### config.mk
export PLATFORM = sky130hd
export DESIGN_NAME = gf_mult_loader
export DESIGN_NICKNAME = d
export VERILOG_FILES = /design/src/rtl/gf_pkg.sv /design/src/rtl/gf_mult_loader.sv
export SDC_FILE = /design/constraint.sdc
export NUM_CORES = 1
export LEC_CHECK = 0
export ABC_AREA = 1
export CAP_MARGIN = 20
export CORE_UTILIZATION = 50
export CTS_CLUSTER_SIZE = 12
export DETAILED_ROUTE_END_ITERATION = 7
export GPL_ROUTABILITY_DRIVEN = 0
export PLACE_DENSITY = 0.78
export SYNTH_ARGS = -nofsm -noshare
export SYNTH_HDL_FRONTEND = slang
export SYNTH_SLANG_ARGS = --single-unit
### constraint.sdc
create_clock -name clk -period 24.6 [get_ports clk]
set_input_delay 7.38 -clock clk [delete_from_list [all_inputs] [get_ports clk]]
set_output_delay 7.38 -clock clk [all_outputs]
set_load 0.01 [all_outputs]
### src/rtl/gf_pkg.sv
// Shared constants and FSM state type for the GF(2^m) multiplier operand loader.
package gf_pkg;

  localparam int unsigned NUM_BITS  = 163;
  localparam int unsigned WORD_W    = 32;
  localparam int unsigned OP_W      = NUM_BITS + 1;
  localparam int unsigned NUM_WORDS = (OP_W + WORD_W - 1) / WORD_W;
  localparam int unsigned IN_CNT_W  = $clog2(2 * NUM_WORDS);
  localparam int unsigned OUT_CNT_W = $clog2(NUM_WORDS);

  typedef enum logic [1:0] {
    LOAD   = 2'd0,
    START  = 2'd1,
    WAIT   = 2'd2,
    UNLOAD = 2'd3
  } state_e;

endpackage

### src/rtl/gf_mult_loader.sv
// Word-serial host bridge for a GF(2^m) multiplier: packs two operands from host
// words, launches the multiplier, then streams the product back word by word.
module gf_mult_loader #(
  parameter int unsigned NUM_BITS = gf_pkg::NUM_BITS,
  parameter int unsigned WORD_W   = gf_pkg::WORD_W
) (
  input  logic                clk,
  input  logic                rst,
  input  logic                in_valid,
  input  logic [WORD_W-1:0]   in_data,
  output logic                in_ready,
  output logic                out_valid,
  output logic [WORD_W-1:0]   out_data,
  output logic                out_last,
  input  logic                out_ready,
  output logic [NUM_BITS:0]   mult_a,
  output logic [NUM_BITS:0]   mult_b,
  output logic                mult_start,
  input  logic [NUM_BITS:0]   mult_product,
  input  logic                mult_done,
  output logic                busy
);
  import gf_pkg::*;

  localparam int unsigned OPND_W  = NUM_BITS + 1;
  localparam int unsigned N_WORDS = (OPND_W + WORD_W - 1) / WORD_W;
  localparam int unsigned ICNT_W  = $clog2(2 * N_WORDS);
  localparam int unsigned OCNT_W  = $clog2(N_WORDS);

  state_e              state_q, state_d;
  logic [ICNT_W-1:0]   in_cnt_q, in_cnt_d;
  logic [OCNT_W-1:0]   out_cnt_q, out_cnt_d;
  logic [OPND_W-1:0]   a_q, a_d, b_q, b_d, res_q, res_d;
  logic                in_ready_q, in_ready_d;
  logic                busy_q, busy_d;
  logic                start_q, start_d;
  logic                out_valid_q, out_valid_d;
  logic                out_last_q, out_last_d;
  logic [WORD_W-1:0]   out_data_q, out_data_d;
  logic                in_hs, out_hs;
  logic [ICNT_W-1:0]   load_idx;
  logic [OPND_W-1:0]   word_ext, word_mask;

  assign in_hs  = in_valid & in_ready_q;
  assign out_hs = out_valid_q & out_ready;

  // Position the incoming word; bits beyond the operand top fall off the shift.
  always_comb begin
    load_idx  = (in_cnt_q < ICNT_W'(N_WORDS)) ? in_cnt_q : in_cnt_q - ICNT_W'(N_WORDS);
    word_ext  = OPND_W'(in_data) << (32'(load_idx) * WORD_W);
    word_mask = OPND_W'({WORD_W{1'b1}}) << (32'(load_idx) * WORD_W);
  end

  always_comb begin
    state_d     = state_q;
    in_cnt_d    = in_cnt_q;
    out_cnt_d   = out_cnt_q;
    a_d         = a_q;
    b_d         = b_q;
    res_d       = res_q;
    in_ready_d  = 1'b1;
    busy_d      = 1'b0;
    start_d     = 1'b0;
    out_valid_d = 1'b0;
    out_last_d  = 1'b0;
    out_data_d  = '0;

    case (state_q)
      LOAD: begin
        if (in_hs) begin
          if (in_cnt_q < ICNT_W'(N_WORDS)) begin
            a_d = (a_q & ~word_mask) | word_ext;
          end else begin
            b_d = (b_q & ~word_mask) | word_ext;
          end
          if (in_cnt_q == ICNT_W'(2 * N_WORDS - 1)) begin
            in_cnt_d = '0;
            state_d  = START;
          end else begin
            in_cnt_d = in_cnt_q + ICNT_W'(1);
          end
        end
      end
      START: state_d = WAIT;
      WAIT: begin
        if (mult_done) begin
          res_d     = mult_product;
          out_cnt_d = '0;
          state_d   = UNLOAD;
        end
      end
      UNLOAD: begin
        if (out_hs) begin
          if (out_cnt_q == OCNT_W'(N_WORDS - 1)) begin
            out_cnt_d = '0;
            state_d   = LOAD;
          end else begin
            out_cnt_d = out_cnt_q + OCNT_W'(1);
          end
        end
      end
      default: state_d = LOAD;
    endcase

    // Outputs are registered, so they are decoded from the upcoming state.
    in_ready_d  = (state_d == LOAD);
    busy_d      = (state_d != LOAD);
    start_d     = (state_d == START);
    out_valid_d = (state_d == UNLOAD);
    out_last_d  = out_valid_d && (out_cnt_d == OCNT_W'(N_WORDS - 1));
    if (out_valid_d) begin
      out_data_d = WORD_W'(res_d >> (32'(out_cnt_d) * WORD_W));
    end
  end

  always_ff @(posedge clk or posedge rst) begin
    if (rst) begin
      state_q     <= LOAD;
      in_cnt_q    <= '0;
      out_cnt_q   <= '0;
      a_q         <= '0;
      b_q         <= '0;
      res_q       <= '0;
      in_ready_q  <= 1'b1;
      busy_q      <= 1'b0;
      start_q     <= 1'b0;
      out_valid_q <= 1'b0;
      out_last_q  <= 1'b0;
      out_data_q  <= '0;
    end else begin
      state_q     <= state_d;
      in_cnt_q    <= in_cnt_d;
      out_cnt_q   <= out_cnt_d;
      a_q         <= a_d;
      b_q         <= b_d;
      res_q       <= res_d;
      in_ready_q  <= in_ready_d;
      busy_q      <= busy_d;
      start_q     <= start_d;
      out_valid_q <= out_valid_d;
      out_last_q  <= out_last_d;
      out_data_q  <= out_data_d;
    end
  end

  assign in_ready   = in_ready_q;
  assign busy       = busy_q;
  assign mult_start = start_q;
  assign out_valid  = out_valid_q;
  assign out_last   = out_last_q;
  assign out_data   = out_data_q;
  assign mult_a     = a_q;
  assign mult_b     = b_q;

endmodule

* After elaboration in Yosys (flattened, before gate mapping) *
Index checks and enable logic that the tools add are counted.

storage, ports and cells
  register bits = 538
  RAM bits = 0
  memory bits (read-only) = 0
  logic and storage cells = 57
  memories = 0
  bits in latches = 0
  input port bits = 201
  output and inout port bits = 365

operators by class
  bitwise logic cells = 8
  mux-type cells = 15
  $mul = 0
  magnitude comparators = 1
  reduce and logical (&&, ||, !) cells = 7
  divide/modulo/power cells = 0
  equality and inequality tests = 8
  add/sub/neg operators = 3
  shift operators = 3

operators with widths
  cell                    count
  $and 164x164->164       2
  $mux 164                2
  $or 164x164->164        2
  $not 164->164           1
  $shl 32x9->164          1
  $shl 32x9->164 const A  1
  $shr 164x8->32          1
  $mux 32                 1
  $mux 2                  5
  $mux 3                  3
  $mux 4                  2
  $pmux 2 s4              1
  $eq 2x2->1 const B      3
  $eq 3x3->1 const B      2
  $pmux 3 s2              1
  $reduce_and 3->1        2
  $add 4x1->4 const B     1
  $eq 2x1->1 const B      2
  $eq 4x4->1 const B      1
  $logic_not 2->1         2
  $lt 4x3->1 const B      1
  $sub 4x3->4 const B     1
  $add 3x1->3 const B     1
  $and 1x1->1             2
  4 further kinds         4

* Depth between registers and ports, before layout *
  depth after elaboration = 6
  mapped depth = 13
  depth with buffers taken out = 11

* Least setup slack after synthesis *
No wires, ideal clock.

  path type = in2reg
  from = input port mult_done
  to = register out_data_q[3], in the netlist out_data[3]
  stages on the path = 12
  slack = 16084 ps
  data arrival time = 8403 ps
  buffers on the path = 1
  data required time = 24487 ps
  setup time = 113 ps
  cells stage by stage = nand2_1 -> nor2_1 -> clkbuf_1 -> nand2_1 -> nand2_1 -> nand3_1 -> nand2_1 -> nand2_1 -> nand2_1 -> nand2_1 -> nand2_1 -> inv_1

between the ends
  longest elaborated chain between the ends = 4
  elaborated cells on any way between the ends = 9
  classes of those cells = 1 x eq/ne; 1 x shift; 7 x mux

RTL lines
  what                                                 line                                          text
  start, declared                                      gf_mult_loader.sv:20                          input logic mult_done,
  $mux 3 (tied with other cells)                       gf_mult_loader.sv:86                          if (mult_done) begin
  $pmux 3 s2 (tied with other cells)                   gf_mult_loader.sv:68                          case (state_q)
  $shr 164x8->32 / $eq 2x2->1 (equally long branches)  gf_mult_loader.sv:112, gf_mult_loader.sv:109
  $mux 32 (*)                                          gf_mult_loader.sv:111                         if (out_valid_d) begin
  named net out_data_d[3]                              gf_mult_loader.sv:39                          logic [WORD_W-1:0] out_data_q, out_data_d;
  end signal, assigned                                 gf_mult_loader.sv:142                         out_data_q <= out_data_d;
  end, declared                                        gf_mult_loader.sv:39

The timed path passes the listed nets; every way through them passes the cells marked *.
A chain may end at the register's enable or synchronous reset.

* Worst setup path after layout *
  from = input port mult_done
  to = register out_data_q[21], in the netlist out_data[21]

The elaborated chain is that of the path after synthesis.

==> summary.md <==
| Metric | Value |
|---|---|
| Clock skew | 0.0217 ns |
| Congestion Overflow GR | 0 |
| CTS Buf Count | 55 |
| Tmin final | 9.95 ns |
| Vias in the first global route | 21400 |
| Yosys top cell area share | 57.5% |
| Unique cell type count in the Yosys netlist | 25 |
| Row Count | 78 |
| GR Util All Layers | 34.3% |
| DP HPWL | 55.2 mm |
| Largest net degree at the start of global routing | 131 |
| Synth top cells by count | nand2_1, dfrtp_1, inv_1 |
| Mapped Cells | 2900 |
| Clock-pin slew on the worst setup and hold paths | 0.06 ns |
| CTS Hold Buffers Added | 0 |
| Setup CP Type | input port to flip-flop |
| Stages on worst setup path | 10 |
| Post-route total power | 3.35 mW |
| Worst Setup End Kind | flip-flop |
| Setup crit start | mult_done |
| Count leader, synth | nand2_1 |
| Initial core utilization | 51.0% |
| Worst EP required | 25.10 ns |
| Layout cells sized above 1 | 3.88% |
| Status | finished clean |
| Buffers & Inverters on Critical Path | 4 |
| Post-synthesis register bit count | 538 |
| Critical Path Start Type | input port |
| ANT nets after route | 0 |
| Mapped cell area | 23400 µm² |
| Worst r2r dst | out_data[21]$_DFF_PP0_ |
| Post-route cell area | 31000 µm² |
| Final core utilization | 67.6% |
| Worst hold path type | flip-flop to flip-flop |
| Global-route wire length before repair | 125 mm |
| Reg2reg path depth | 10 |
| Area leader, netlist | dfrtp_1 |
| Post-CTS setup buffer count | 0 |
| Area of the die | 47600 µm² |
| Power Dens Cells | 108 nW/µm² |
| Clock Latency Late Sink | 0.61 ns |
| Area contributors post-synth | dfrtp_1, nand2_1, nand3_1 |
| R2R Path Start | state_q[0]$_DFF_PP0_ |
| R2R Setup Slk | 21.41 ns |
| Drt drc | 0 |
| Asr flop ratio synth | 100% |
| Placed cell area | 29100 µm² |
| Die height | 218 µm |
| Syn-to-layout area delta | 32.5% |
| Highest Clock Rate | 100 MHz |
| Worst slack, placed | 14.07 ns |
| EDFF count, synth | 0 |
| Vias per cell | 5.40 |
| MaxCap Viol Count | 0 |
| Worst Setup EP | out_data[21]$_DFF_PP0_ |
| Final setup TNS | 0 ns |
| Max Slew Vio Count | 0 |
| Final Cycle Share | 40.5% |
| Drt wl/cell | 20.4 µm |
| Worst IR drop on VDD | 0.0857 mV |
| Sequential share of the synthesized area | 57.6% |
| Worst Tran Pin Value | 1.04 ns |
| Clock Tree Buf Depth | 3 |
| Synth warn | 0 |
| Routed via count | 21600 |
| Final setup violating endpoints | 0 |
| Relative slew slack | 30.9% |
| Crit path largest cell delay | 0.74 ns |
| Initial antenna violation count | 9 |
| RSZ-0062 raised after global routing | no |
| Pre-Repair DR Iteration Count | 6 |
| IO buf count | 565 |
| CTS tree | yes |
| Top_reg_cell synth | dfrtp_1 |
| Io pins | 566 |
| Clk root buf | clkbuf_16 |
| Worst Path Max Fanout | 93 |
| Chip width | 218 µm |
| Avg Inst Size Synth | 8.05 µm² |
| Leakage Power | 16.4 nW |
| Final number of hold-violating endpoints | 0 |
| CTS H-tree lvls | 2 |
| Clk sink count | 538 |
| NumNets Final | 3563 |
| CP max-delay cell | nand3_4 |
| CP top delay family | buffers and inverters |
| Setup ws final | 14.65 ns |
| Iteration-0 DRC count of the detailed router | 2318 |
| Fillers | 3561 |
| Core Area | 45800 µm² |
| Syn Nets | 3103 |
| CTS resizes | 0 |
| Worst-path cell chain | clkdlybuf4s50_1 -> nand3_4 -> buf_4 -> buf_16 -> o21ai_0 -> nand2_1 -> nand3_1 -> nand3_1 -> nand2_1 -> inv_1 |
| Final WL | 81.8 mm |
| Critical Path AT | 10.45 ns |
[through the flow]
step           hold slack [ns]  instances
3_5_place_dp             0.458       3900
2_1_floorplan            0.438       2900
3_3_place_gp             0.453       3898
6_report                 0.470       4010
4_1_cts                  0.472       3999
5_1_grt                  0.488       4008
[kinds of logic after synthesis]
family	count (synthesis)	share of synthesized area, %
simple gates	1645	28.9
flops	538	57.6
xor+xnor	1	0.0375
buf+inv	581	10.4
fa+ha+maj	2	0.107
compound gates	133	2.90
[worst min path at each step]
stage                       startpoint                      end  cells after the start
6_report       mult_a[123]$_DFFE_PP0P_  mult_a[123]$_DFFE_PP0P_                      2
5_1_grt         mult_a[82]$_DFFE_PP0P_   mult_a[82]$_DFFE_PP0P_                      2
4_1_cts        mult_a[123]$_DFFE_PP0P_  mult_a[123]$_DFFE_PP0P_                      2
3_5_place_dp   mult_a[123]$_DFFE_PP0P_  mult_a[123]$_DFFE_PP0P_                      2
3_3_place_gp    mult_b[70]$_DFFE_PP0P_   mult_b[70]$_DFFE_PP0P_                      2
2_1_floorplan       res_q[0]$_DFF_PP0_       res_q[0]$_DFF_PP0_                      2
[final cells by class]
class	count	area (µm²)	area share, %
antenna	8	20.0	0.0647
clock buffer	92	1660	5.35
clock inverter	7	71.3	0.230
inverter	385	1450	4.69
multi-input combinational	1781	7550	24.4
sequential	538	13500	43.5
tap	600	751	2.43
timing repair buffer	599	6000	19.4
[worst reg2reg max path, delay by kind of cell (launching register included)]
| family | cells | cell delay (ns) |
|---|---|---|
| AOI/OAI and AO/OA | 1 | 0.35 |
| buffers and inverters | 4 | 1.20 |
| DFF | 1 | 0.45 |
| and+or+nand+nor | 5 | 1.08 |
[power by group]
part	switching, mW	internal (mW)	total, mW
clock	0.350	0.466	0.815
combinational	0.840	0.471	1.31
sequential	0.101	1.12	1.22
total	1.29	2.06	3.35
[sequential cells by signal, indices dropped and copies added, names as in the netlist]
name,flops
res_q,164
busy,1
mult_a,164
out_valid,1
out_cnt_q,3
mult_b,164
mult_start,1
out_last,1
state_q,2
in_cnt_q,4
in_ready,1
out_data,32
[per-layer routing]
metal  part of all wire, %  global-route usage (%)
met1                    36                    42.1
met5                 0.013                       0
met2                    47                    54.8
met3                    11                    9.21
met4                   5.9                    19.0
[layout by cell type (no fill, tap or decap)]
cell type and count:
nor2_1 8, nand2_1 1222, ha_1 2, a21oi_1 2, clkbuf_1 23, dfstp_2 1
xor2_1 1, dfrtp_1 537, a22oi_1 1, clkbuf_8 14, diode_2 8, buf_12 2
nor3b_4 1, clkdlybuf4s50_1 565, nor3_2 1, clkbuf_16 55, o21ai_0 127, buf_16 3
nand3_4 1, buf_4 29, inv_1 383, inv_8 1, o31ai_1 1, nor2_4 3
o21ai_2 2, clkinv_1 1, nand2_2 7, nand3_2 2, nand3_1 366, nand4_1 30
nor3_1 1, nor3_4 3, clkinv_2 3, inv_6 3, bufinv_16 1
Power figures use the tool's default switching activity.
